===== config.mk =====
export PLATFORM = sky130hd
export DESIGN_NAME = pipe_ctrl
export DESIGN_NICKNAME = d
export VERILOG_FILES = /design/src/rtl/pipe_ctrl.sv
export SDC_FILE = /design/constraint.sdc
export NUM_CORES = 1
export LEC_CHECK = 0
export ABC_AREA = 0
export CAP_MARGIN = 20
export CORE_AREA = 2 2 86 88
export CTS_CLUSTER_SIZE = 30
export DETAILED_ROUTE_END_ITERATION = 6
export DIE_AREA = 0 0 88 90
export HOLD_SLACK_MARGIN = 0.12
export MAX_ROUTING_LAYER = met4
export PLACE_DENSITY_LB_ADDON = 0.05
export SLEW_MARGIN = 30
export SYNTH_ARGS = -nofsm -noshare
export SYNTH_HDL_FRONTEND = slang
export SYNTH_SLANG_ARGS = --single-unit

===== constraint.sdc =====
create_clock -name clk -period 3.79 [get_ports clk]
set_clock_uncertainty 0.05 [all_clocks]
set_input_delay 0.758 -clock clk [delete_from_list [all_inputs] [get_ports clk]]
set_output_delay 0.758 -clock clk [all_outputs]
set_load 0.01 [all_outputs]

===== src/rtl/pipe_ctrl.sv =====
// pipe_ctrl: five-stage pipeline sequencer for stalls, flushes, memory waits and halt drain.
// Control outputs are combinational from state and inputs; state and counters are registered.
module pipe_ctrl #(
   parameter int CNT_W        = 32,
   parameter int DRAIN_CYCLES = 4
) (
   input  logic             clk,
   input  logic             rst,
   input  logic [4:0]       id_rs1,
   input  logic [4:0]       id_rs2,
   input  logic             id_re1,
   input  logic             id_re2,
   input  logic [4:0]       ex_wR,
   input  logic             ex_rf_we,
   input  logic             ex_is_load,
   input  logic             ex_br_taken,
   input  logic             mem_req,
   input  logic             mem_ready,
   input  logic             halt_req,
   output logic             pc_en,
   output logic             ifid_en,
   output logic             idex_en,
   output logic             exmem_en,
   output logic             ifid_flush,
   output logic             idex_flush,
   output logic             memwb_bubble,
   output logic             halted,
   output logic [CNT_W-1:0] stall_cnt,
   output logic [CNT_W-1:0] flush_cnt
);
   localparam int DW = $clog2(DRAIN_CYCLES) + 1;
   typedef enum logic [1:0] {RUN, WAIT, DRAIN, HALTED} state_t;
   state_t        state, state_nx;
   logic [DW-1:0] drain, drain_nx;
   logic          memwait, lu, freeze, stall_inc, flush_inc;
   assign memwait = mem_req & ~mem_ready;
   assign lu = ex_is_load & ex_rf_we & (ex_wR != 5'd0) &
               ((id_re1 & (id_rs1 == ex_wR)) | (id_re2 & (id_rs2 == ex_wR)));
   assign halted = (state == HALTED);
   always_comb begin
      state_nx     = state;
      drain_nx     = drain;
      freeze       = 1'b0;
      stall_inc    = 1'b0;
      flush_inc    = 1'b0;
      pc_en        = 1'b1;
      ifid_en      = 1'b1;
      idex_en      = 1'b1;
      exmem_en     = 1'b1;
      ifid_flush   = 1'b0;
      idex_flush   = 1'b0;
      memwb_bubble = 1'b0;
      case (state)
         RUN:
            if (memwait) begin
               freeze    = 1'b1;
               stall_inc = 1'b1;
               state_nx  = WAIT;
            end else if (ex_br_taken) begin
               ifid_flush = 1'b1;
               idex_flush = 1'b1;
               flush_inc  = 1'b1;
            end else if (halt_req) begin
               pc_en      = 1'b0;
               ifid_flush = 1'b1;
               drain_nx   = DW'(DRAIN_CYCLES - 1);
               state_nx   = DRAIN;
            end else if (lu) begin
               pc_en      = 1'b0;
               ifid_en    = 1'b0;
               idex_flush = 1'b1;
               stall_inc  = 1'b1;
            end
         WAIT:
            if (!mem_ready) begin
               freeze    = 1'b1;
               stall_inc = 1'b1;
            end else state_nx = RUN;
         DRAIN: begin
            pc_en      = 1'b0;
            ifid_flush = 1'b1;
            if (memwait) begin
               freeze    = 1'b1;
               stall_inc = 1'b1;
            end else begin
               drain_nx = drain - DW'(drain != '0);
               state_nx = (drain <= DW'(1)) ? HALTED : DRAIN;
            end
         end
         HALTED: freeze = 1'b1;
      endcase
      // a frozen pipeline holds every stage and keeps MEM/WB from committing
      if (freeze) {pc_en, ifid_en, idex_en, exmem_en, memwb_bubble} = 5'b00001;
      if (!rst) {pc_en, ifid_en, idex_en, exmem_en, ifid_flush, idex_flush, memwb_bubble} = 7'b0000001;
   end
   always_ff @(posedge clk or negedge rst)
      if (!rst) begin
         state     <= RUN;
         drain     <= '0;
         stall_cnt <= '0;
         flush_cnt <= '0;
      end else begin
         state <= state_nx;
         drain <= drain_nx;
         if (stall_inc && !(&stall_cnt)) stall_cnt <= stall_cnt + CNT_W'(1);
         if (flush_inc && !(&flush_cnt)) flush_cnt <= flush_cnt + CNT_W'(1);
      end
endmodule


==> impl_metrics.json <==
{
  "status": "finished, final reports clean",
  "wl_met2_um": 3820,
  "ios": 97,
  "clk_latency_ps": 340,
  "synthCells": 359,
  "fmax_mhz": 273,
  "syn-num-nets": 393,
  "hold_class": "in2async",
  "cts_buffers": 9,
  "synth_area_leaders": "dfrtp_1 48%, xnor2_1 13%, nand2_1 4.3%, xor2_1 4.3%, nand4_1 3.6%",
  "synth_commonest_cells": "69 x dfrtp_1, 54 x xnor2_1, 42 x nand2_1",
  "core_um2": 7020,
  "path_delay_family": "buffers and inverters",
  "nFillCells": 592,
  "crit_buf_inv": 2,
  "drt_first_pass_iters": 4,
  "antenna_found_initial": 0,
  "slew_headroom_pct": 46.5,
  "start_kind": "primary input",
  "reg2reg_to": "stall_cnt[1]",
  "cp.depth": 6,
  "nets": 498,
  "finalSetupViolCount": 0,
  "end_kind": "primary output",
  "synthDistinctLibCells": 47,
  "wl_met1_um": 3780,
  "hpwl_um": 5870,
  "top_layer": "met4",
  "critical_path_class": "in2out",
  "overflow": 0,
  "ys_seq_area_share_pct": 47.5,
  "die_w_um": 88,
  "cap_violations": 0,
  "period_minus_slack_ps": 3670,
  "ys.flop_type": "dfrtp_1",
  "cp-startpoint": "ex_wR[0]",
  "synth_most_common_cell": "dfrtp_1",
  "peakVddDrop_uv": 309,
  "power-per-cell-area_nw_per_um2": 426,
  "worst_pin_slew_ps": 803,
  "syn_area_um2": 3630,
  "drt-initial-drc-count": 116,
  "routed_wl_um": 8010,
  "cts_tree": "yes",
  "r2r-start": "state[0]",
  "syn2layout_area_growth_pct": 33.7,
  "routed_via_density": 5.18,
  "wl_met3_um": 345,
  "grt_usage_pct": 22.3,
  "drive_gt1_share_pct": 7.69,
  "clockRootBuffer": "clkbuf_8",
  "ctsHoldBuffers": 0,
  "rsz0062_at_grt": "no",
  "reg2reg_depth": 7,
  "fin_util_pct": 69.2,
  "setup_tns_ps": 0,
  "cp.arrival_ps": 2860,
  "final_min_period_over_clock_period_pct": 96.7,
  "crit_chain": "clkdlybuf4s50_1 > or3_1 > o311a_1 > a21oi_1 > o311a_1 > clkdlybuf4s50_1",
  "drc_errors": 0,
  "cts.clk_slew.worst_paths_ps": 70,
  "setup.worst_path.end": "pc_en",
  "leakage_nw": 2.03,
  "grt_pass1_wl_um": 13700,
  "slowest_stage": "clkdlybuf4s50_1",
  "ys_ff_latch": 69,
  "place.gp.congestion": 0.825,
  "async_reset_ff_share_pct": 100,
  "postRouteAntennaNets": 0,
  "portBuffers": 96,
  "cp_slowest_stage_delay_ps": 530,
  "ys_warn_count": 0,
  "die_area_um2": 7920,
  "cts_resized": 0,
  "postCtsSetupBuffers": 0,
  "initial_core_util_pct": 51.8,
  "netlist.area_leader.share_pct": 47.5,
  "syn_area_per_cell_um2": 10.1,
  "instances_no_fill": 567,
  "slew_violations": 0,
  "dp_cells": 552,
  "die_h_um": 90,
  "grt_max_degree": 65,
  "rrSetupSlack_ps": 1200,
  "rows": 31,
  "hold_violations": 0,
  "wl_per_cell_um": 14.1,
  "grt_pass1_vias": 2903,
  "synth_largest_area_cell": "dfrtp_1",
  "synth_edf_count": 0,
  "n_antenna_cell": 0,
  "cts_sinks": 69,
  "cp.required_ps": 2980,
  "vias": 2935,
  "cts.path.max_buffers": 2,
  "htreeDepth": 3,
  "crit_fanout": 3
}
## layout by cell type (no fill, tap or decap), drive strengths merged, types with 3 or more instances in the layout
| master | count |
|---|---|
| clkdlybuf4s50 | 95 |
| dfrtp | 69 |
| xnor2 | 54 |
| nand2 | 42 |
| nor2 | 34 |
| nand3 | 25 |
| nand4 | 23 |
| xor2 | 18 |
| inv | 15 |
| nor3 | 11 |
| clkbuf | 10 |
| ha | 9 |
| and3 | 8 |
| a21oi | 5 |
| clkinv | 5 |
| and4 | 4 |
| o21ai | 4 |
| a31oi | 4 |
| buf | 4 |
| mux2 | 3 |
| nor4 | 3 |
| or3 | 3 |
## worst min path at each step
stage	slack, ps	cells past startpoint	start	to
detailed placement	440	1	flush_cnt[21]	flush_cnt[21]
floorplan	410	0	rst	drain[0]
CTS	220	1	rst	flush_cnt[0]
global route	220	1	rst	flush_cnt[0]
finish	230	1	rst	flush_cnt[0]
global placement	430	1	stall_cnt[30]	stall_cnt[30]
## cell type report
type / count / area [um^2] / area share [%]
Clock inverter: 5 / 28.8 / 0.592
Clock buffer: 10 / 128 / 2.63
Tap cell: 99 / 124 / 2.55
Timing Repair Buffer: 99 / 978 / 20.1
Sequential cell: 69 / 1730 / 35.5
Inverter: 15 / 56.3 / 1.16
Multi-Input combinational cell: 270 / 1820 / 37.4
## routing by layer
metal	vias to the layer above	global-route usage [%]
met5	-	-
met1	1422	29.6
met3	6	5.97
li1	1450	-
met2	57	33.8
met4	0	6.28
## report_power, final
group | leakage, nW | switching [mW] | total (mW) | internal, mW
Combinational | 1.04 | 0.328 | 0.647 | 0.320
Sequential | 0.908 | 0.107 | 0.928 | 0.820
Clock | 0.0856 | 0.266 | 0.497 | 0.230
## registers in the layout (all words and copies together), names as in the netlist
name	flops
stall_cnt	32
flush_cnt	32
drain	3
state	2
## kinds of logic after synthesis
family	after synthesis	share of synthesized area, %
flops	69	47.5
mux	3	0.929
buf+inv	20	2.44
simple gates	161	23.5
fa+ha+maj	9	3.10
xor+xnor	72	17.3
compound gates	25	5.16
## per-stage QoR
step / area (um^2) / setup slack (ps) / total power, mW / hold slack (ps)
after global routing: 4860 / 35.1 / 2.21 / 216
final: 4860 / 124 / 2.07 / 231
after floorplan: 3630 / 1150 / 1.30 / 412
after detailed placement: 4700 / 121 / 1.59 / 438
after CTS: 4860 / 111 / 2.10 / 216
after global placement: 4700 / 172 / 1.57 / 429
## worst register-to-register path, delay by kind of cell, from the launching register on
kind	cells	cell delay, ps
flip-flops	1	430
AND/OR/NAND/NOR	2	840
multiplexers	1	390
buffers and inverters	2	220
AO/OA/AOI/OAI	1	240
adder cells (fa/ha/maj)	1	310
No activity file was read; power rests on OpenSTA's default activity.
